`src/rtl/fetch_stage.sv`:
```
// fetch_stage: instruction fetch stage sitting directly upstream of decode.
// It holds the fetch PC and issues single-word reads to instruction memory
// over a req/gnt/rvalid handshake, with at most one read outstanding. The
// returned words go into a 2-entry queue: an output register that drives
// insn/pc, plus a skid entry behind it. The head is qualified by
// enable_decode. A redirect reloads the fetch PC and flushes everything in
// flight.
//
// Ports:
//   clock          rising-edge clock
//   reset          asynchronous, active-high reset
//   stall          decode cannot accept the head entry this cycle
//   redirect       load redirect_pc and flush queue / in-flight read
//   redirect_pc    new fetch target (bits [1:0] ignored)
//   mem_req        read request valid
//   mem_addr       word-aligned read address
//   mem_gnt        memory accepts the request this cycle
//   mem_rvalid     read data valid
//   mem_rdata      returned instruction word
//   insn           instruction presented to decode
//   pc             address of insn
//   enable_decode  insn/pc valid
module fetch_stage #(
    parameter logic [31:0] RESET_PC = 32'h8002_0000,
    parameter int unsigned QDEPTH   = 2
) (
    input  logic        clock,
    input  logic        reset,
    input  logic        stall,
    input  logic        redirect,
    input  logic [31:0] redirect_pc,
    output logic        mem_req,
    output logic [31:0] mem_addr,
    input  logic        mem_gnt,
    input  logic        mem_rvalid,
    input  logic [31:0] mem_rdata,
    output logic [31:0] insn,
    output logic [31:0] pc,
    output logic        enable_decode
);

    localparam logic [1:0] FETCH = 2'd0;
    localparam logic [1:0] WAIT  = 2'd1;
    localparam logic [1:0] DRAIN = 2'd2;

    localparam logic [1:0] DEPTH = QDEPTH[1:0];

    logic [1:0]  state;
    logic [31:0] fetch_pc;
    logic [31:0] req_pc;
    logic [31:0] skid_insn;
    logic [31:0] skid_pc;
    logic        skid_valid;
    logic        active;
    logic [1:0]  count;
    logic        granted;
    logic        push;
    logic        pop;
    logic [31:0] target;

    assign target = {redirect_pc[31:2], 2'b00};
    assign count  = {1'b0, enable_decode} + {1'b0, skid_valid};

    // Requests are only raised in FETCH, where nothing is outstanding, so the
    // queue-occupancy test alone keeps (count + outstanding) within the depth.
    // The queue cannot drain into FETCH without a pop, so once raised mem_req
    // stays high until granted. 'active' keeps mem_req low while reset is held.
    assign mem_req  = active && (state == FETCH) && (count < DEPTH);
    assign mem_addr = fetch_pc;
    assign granted  = mem_req && mem_gnt;

    // Responses are accepted only in WAIT. A response arriving together with
    // a redirect is dropped.
    assign push = (state == WAIT) && mem_rvalid && !redirect;
    assign pop  = enable_decode && !stall;

    // Fetch control
    always_ff @(posedge clock or posedge reset) begin
        if (reset) begin
            state    <= FETCH;
            fetch_pc <= RESET_PC;
            req_pc   <= '0;
            active   <= 1'b0;
        end else begin
            active <= 1'b1;
            if (redirect) begin
                fetch_pc <= target;
                // A read granted in this same cycle, or one still awaiting
                // its response, must be drained before a new request goes out.
                case (state)
                    FETCH:   state <= granted    ? DRAIN : FETCH;
                    WAIT:    state <= mem_rvalid ? FETCH : DRAIN;
                    DRAIN:   state <= mem_rvalid ? FETCH : DRAIN;
                    default: state <= FETCH;
                endcase
            end else begin
                case (state)
                    FETCH: begin
                        if (granted) begin
                            req_pc   <= fetch_pc;
                            fetch_pc <= fetch_pc + 32'd4;
                            state    <= WAIT;
                        end
                    end
                    WAIT, DRAIN: begin
                        if (mem_rvalid) begin
                            state <= FETCH;
                        end
                    end
                    default: state <= FETCH;
                endcase
            end
        end
    end

    // Output queue: the head lives in insn/pc/enable_decode, and the skid
    // entry sits behind it.
    always_ff @(posedge clock or posedge reset) begin
        if (reset) begin
            insn          <= '0;
            pc            <= '0;
            enable_decode <= 1'b0;
            skid_insn     <= '0;
            skid_pc       <= '0;
            skid_valid    <= 1'b0;
        end else if (redirect) begin
            enable_decode <= 1'b0;
            skid_valid    <= 1'b0;
        end else if (enable_decode && !pop) begin
            // Head is held for decode; a new word can only land in the skid
            // entry, which request gating guarantees is free here.
            if (push) begin
                skid_insn  <= mem_rdata;
                skid_pc    <= req_pc;
                skid_valid <= 1'b1;
            end
        end else if (skid_valid) begin
            // Head consumed (or empty): promote the skid entry, then refill
            // it with any word arriving in the same cycle.
            insn          <= skid_insn;
            pc            <= skid_pc;
            enable_decode <= 1'b1;
            if (push) begin
                skid_insn <= mem_rdata;
                skid_pc   <= req_pc;
            end else begin
                skid_valid <= 1'b0;
            end
        end else begin
            if (push) begin
                insn          <= mem_rdata;
                pc            <= req_pc;
                enable_decode <= 1'b1;
            end else begin
                enable_decode <= 1'b0;
            end
        end
    end

endmodule

```
`config.mk`:
```
export PLATFORM = sky130hd
export DESIGN_NAME = fetch_stage
export DESIGN_NICKNAME = d
export VERILOG_FILES = /design/src/rtl/fetch_stage.sv
export SDC_FILE = /design/constraint.sdc
export NUM_CORES = 1
export LEC_CHECK = 0
export BUFFER_PORTS_ARGS = -buffer_cell sky130_fd_sc_hd__buf_4
export CAP_MARGIN = 10
export CORE_ASPECT_RATIO = 2
export CORE_UTILIZATION = 59
export DETAILED_ROUTE_END_ITERATION = 6
export PLACE_DENSITY = 0.85
export SYNTH_ARGS = -nofsm -noshare
export SYNTH_HDL_FRONTEND = slang
export SYNTH_SLANG_ARGS = --single-unit
```
`constraint.sdc`:
```
create_clock -name clock -period 16.51 [get_ports clock]
set_input_delay 3.302 -clock clock [delete_from_list [all_inputs] [get_ports clock]]
set_output_delay 3.302 -clock clock [all_outputs]
set_load 0.1 [all_outputs]
```
Word level (Yosys, flattened, before mapping)
Cells that the tools add are included.
Operators by class
  equal/unequal tests: 6
  magnitude comparators: 1
  $add $sub $neg: 2
  muxes and demuxes: 28
  bitwise logic cells: 2
  reductions and logical operators: 21
Operators with widths (number)
  $mux 32: 13
  $add 32x3->32 const B: 1
  $mux 2: 5
  $mux 1: 8
  $pmux 2 s2: 2
  $reduce_bool 2->1: 4
  $logic_and 1x1->1: 7
  $ne 3x3->1 const B: 2
  $reduce_and 2->1: 3
  $reduce_and 3->1: 2
  $logic_not 1->1: 3
  $ne 3x1->1 const B: 1
  $add 1x1->2: 1
  $eq 2x1->1 const B: 1
  $eq 2x2->1 const B: 1
  $logic_not 2->1: 1
  $lt 2x2->1 const B: 1
  $ne 2x2->1 const B: 1
  $not 1->1: 2
  $reduce_or 2->1: 1
Word-level totals
  logic and storage cells: 70
  input bits: 70
  output and inout port bits: 98
  flip-flop bits (word level): 197

Depth between registers and ports, before layout
  depth after elaboration: 7
  mapped depth: 8
  depth with buffers taken out: 7

Worst setup path after synthesis
No wires, ideal clock.
  path kind: register to output
  start point: register enable_decode
  end point: output port mem_req
  buffers on the path: 0
  path slack: 10.785 ns
  arrival: 2.423 ns
  stages on the path, launching flop included: 2
  path through: dfrtp_1 -> a21oi_1
On the way
  cells in the longest elaborated chain, start to end: 3
RTL lines
  start, declared: RTL line 39  | output logic enable_decode
  start signal, assigned: RTL line 122  | enable_decode <= 1'b0;
  start signal, assigned: RTL line 127  | enable_decode <= 1'b0;
  start signal, assigned: RTL line 142  | enable_decode <= 1'b1;
  $add 1x1->2: RTL line 62  | assign count = {1'b0, enable_decode} + {1'b0, skid_valid};
  $lt 2x2->1: RTL line 68  | assign mem_req = active && (state == FETCH) && (count < DEPTH);
  $logic_and 1x1->1: RTL line 68
  end, declared: RTL line 32  | output logic mem_req,
No other way between the ends.

Worst setup path after layout
  start point: register skid_valid
  end point: output port mem_req
On the way
  cells in the longest elaborated chain, start to end: 3
RTL lines
  start, declared: RTL line 53  | logic skid_valid;
  start signal, assigned: RTL line 125  | skid_valid <= 1'b0;
  start signal, assigned: RTL line 128  | skid_valid <= 1'b0;
  start signal, assigned: RTL line 135  | skid_valid <= 1'b1;
  $add 1x1->2: RTL line 62
  $lt 2x2->1: RTL line 68
  $logic_and 1x1->1: RTL line 68
No other way between the ends.

==> impl_metrics.py <==
metrics = {
    "run_status": {
        "outcome": "completed",
    },
    "timing": {
        "max_freq_ghz": 0.182,
        "setup_violations": 0,
        "slew_headroom": 0.195,
        "fin_crit_ns": 5.48,
        "tns_ns": 0,
        "final.period_utilization": 0.332,
        "hold_violations": 0,
        "clock_skew_ns": 0.00916,
        "rsz0062_at_grt": "false",
        "worst_pin_slew_ns": 1.21,
        "slew_viol_final": 0,
    },
    "synth": {
        "syn_avg_cell_area_sq_um": 11.9,
        "yosysMostFrequentCell": "dfrtp_1",
        "synth.area.mux_share": 0.202,
        "synth_common_cells": "dfrtp_1 (187), mux2_2 (93), nor2_1 (75)",
        "syn_inst": 699,
        "synth_fa_ha_area_frac": 0.00603,
        "synth_seq_cells": 189,
        "yosysTopAreaCell": "dfrtp_1",
        "synth_top_family_by_area": "multiplexers",
        "async_reset_ff_frac": 1.00,
        "synth_edf_count": 0,
        "yosysSeqAreaShare": 0.570,
        "syn_area_sq_um": 8300,
        "synth_simple_gate_area_share": 0.0991,
        "netlist.area_leader.share": 0.564,
        "synth_area_leaders": "dfrtp_1 (56%), mux2_2 (13%), mux2i_1 (7.6%), a21oi_1 (4.2%), nor2_1 (3.4%)",
        "synth-compound-area-share": 0.0645,
        "synth_ff_type": "dfrtp_1",
        "synthXorXnorAreaFrac": 0.0285,
        "ys.warnings.count": 0,
        "synth.distinct_cells": 40,
    },
    "critical_path": {
        "crit_family": "flip-flops",
        "critPathBufInv": 1,
        "crit_chain": "a21oi_1, buf_4",
        "worst-setup-path-type": "flop to primary output",
        "end_kind": "primary output",
        "critPathMaxFanout": 67,
        "slowest_stage": "dfrtp_4",
        "slowest_delay_ns": 1.24,
        "arrival_ns": 2.18,
        "worst_ep_required_time_ns": 13.21,
        "rrSetupSlack_ns": 12.89,
        "start_kind": "flop",
    },
    "route": {
        "drt-initial-drc-count": 286,
        "drc_errors": 0,
        "routedWlPerCell_microns": 18.2,
        "vias": 5947,
        "viasPerCell": 5.70,
        "ant_nets": 0,
        "routed_wl_microns": 18900,
        "drtPass1Iterations": 6,
    },
    "pwr": {
        "p_seq_frac": 0.328,
        "clkPwrFrac": 0.188,
        "ir_drop_v": 0.000144,
        "pwr-share-comb": 0.484,
        "powerDensity_nw_per_um2": 201,
        "p_int_mw": 0.988,
        "p_leak_nw": 4.57,
        "p_switching_mw": 1.05,
        "switching_share": 0.515,
    },
    "global_route": {
        "grt_pass1_wl_microns": 30500,
        "antenna_found_initial": 0,
        "grt-ovfl-total": 0,
        "grt_pass1_vias": 6220,
        "grt_max_degree": 105,
        "grtUsageTotal": 0.272,
    },
    "clock_network": {
        "cts_resized": 0,
        "tritoncts": "done",
        "worst_skew_pair.late_latency_ns": 0.42,
        "cts_max_level": 4,
        "clk_pin_slew_worst_paths_ns": 0.07,
        "cts_setup_buffers": 0,
        "ctsHoldBuffers": 0,
        "clkSinkCount": 189,
        "root_buffer": "clkbuf_16",
        "numCtsBuffers": 17,
        "clockBufferDepth": 2,
    },
    "finish": {
        "nets": 916,
        "drive_gt1_frac": 0.358,
        "antenna_cells": 0,
        "final_area_sq_um": 10200,
        "area_delta_synth_final_pct": 22.4,
    },
    "floorplanning": {
        "initial_core_util": 0.601,
        "die_y_microns": 170,
        "io_pins": 168,
        "coreArea_sq_um": 13800,
        "die-area_sq_um": 14600,
        "die_w_microns": 85.9,
        "num_rows": 61,
    },
    "placement": {
        "portBuffers": 161,
        "place_area_sq_um": 9610,
        "place_congestion": 0.789,
        "hpwl_microns": 12900,
    },
    "flow_run": {
        "cap_violations": 0,
    },
    "hold_path": {
        "hp-class": "flop to flop",
    },
}
## metrics by stage
stage / util / worst slack, ns / power (mW) / hold slack, ns / std cells
2_1_floorplan: - / 8.07 / 1.44 / 0.480 / 702
3_3_place_gp: 0.695 / 10.93 / 1.64 / 0.488 / 1012
3_5_place_dp: 0.695 / 10.73 / 1.66 / 0.497 / 1012
4_1_cts: 0.735 / 11.03 / 2.05 / 0.514 / 1043
5_1_grt: 0.735 / 10.95 / 2.11 / 0.523 / 1043
6_report: 0.735 / 11.03 / 2.04 / 0.512 / 1043
## worst paths after layout
| kind | end | depth (start not counted) | start |
|---|---|---|---|
| min in group asynchronous | insn[13]$_DFFE_PP0P_ | 2 | reset |
| worst max register to register | pc[20]$_DFFE_PP0P_ | 5 | skid_valid$_DFFE_PP0P_ |
| worst min-delay path | skid_insn[17]$_DFFE_PP0P_ | 1 | skid_insn[17]$_DFFE_PP0P_ |
| worst max-delay path | mem_req | 2 | skid_valid$_DFFE_PP0P_ |
| max in group asynchronous | mem_addr[24]$_DFFE_PP0P_ | 3 | reset |
| worst min register to register | skid_insn[17]$_DFFE_PP0P_ | 1 | skid_insn[17]$_DFFE_PP0P_ |
## power by group through the flow
stage | Sequential [mW] | Combinational, mW | Clock, mW
6_report | 0.668 | 0.985 | 0.383
5_1_grt | 0.683 | 1.02 | 0.406
4_1_cts | 0.668 | 0.990 | 0.389
3_5_place_dp | 0.675 | 0.989 | 0
3_3_place_gp | 0.666 | 0.972 | 0
2_1_floorplan | 1.28 | 0.159 | 0
## per-layer routing
layer | part of all wire | track usage | up-vias
met3 | 0.048 | 0.0535 | 57
met1 | 0.36 | 0.301 | 2948
met5 | 0 | 0 | -
met2 | 0.54 | 0.485 | 216
li1 | - | - | 2726
met4 | 0.044 | 0.141 | 0
## kinds of logic after synthesis
logic type / Yosys count
AO/OA/AOI/OAI: 104
multiplexers: 156
adder cells (fa/ha/maj): 4
buffers and inverters: 52
AND/OR/NAND/NOR: 165
flip-flops: 189
XOR/XNOR: 27
other: 2
## layout make-up
type | instances | area [sq um]
flip-flops and latches | 189 | 4740
fillers | 955 | 3660
multi-input cells | 461 | 3360
repair buffers | 164 | 1230
clock buffers | 19 | 443
well taps | 189 | 236
clock inverters | 12 | 105
inverters | 9 | 41.3
## worst reg2reg max path, delay by kind of cell, from the launching register on
family / cells / cell delay, ns
buf+inv: 1 / 0.89
flops: 1 / 1.24
compound gates: 3 / 1.21
simple gates: 1 / 0.19
## placed cells by master (no fill, tap or decap), types with 5 or more instances in the layout
master / instances
xor2_1: 14
o21ai_0: 26
nand2_1: 39
buf_4: 164
dfrtp_1: 186
nand3_1: 6
nand4_1: 17
inv_1: 8
clkbuf_16: 17
a21oi_1: 69
xnor2_1: 13
mux2i_1: 63
mux2_2: 93
nor2_1: 73
conb_1: 5
## flip-flops by register name (all words and copies together), names as in the netlist
register       count
active             1
enable_decode      1
insn              32
mem_addr          30
pc                30
req_pc            30
skid_insn         32
skid_pc           30
skid_valid         1
state              2
Note: power is estimated with default switching activity, not from simulation.
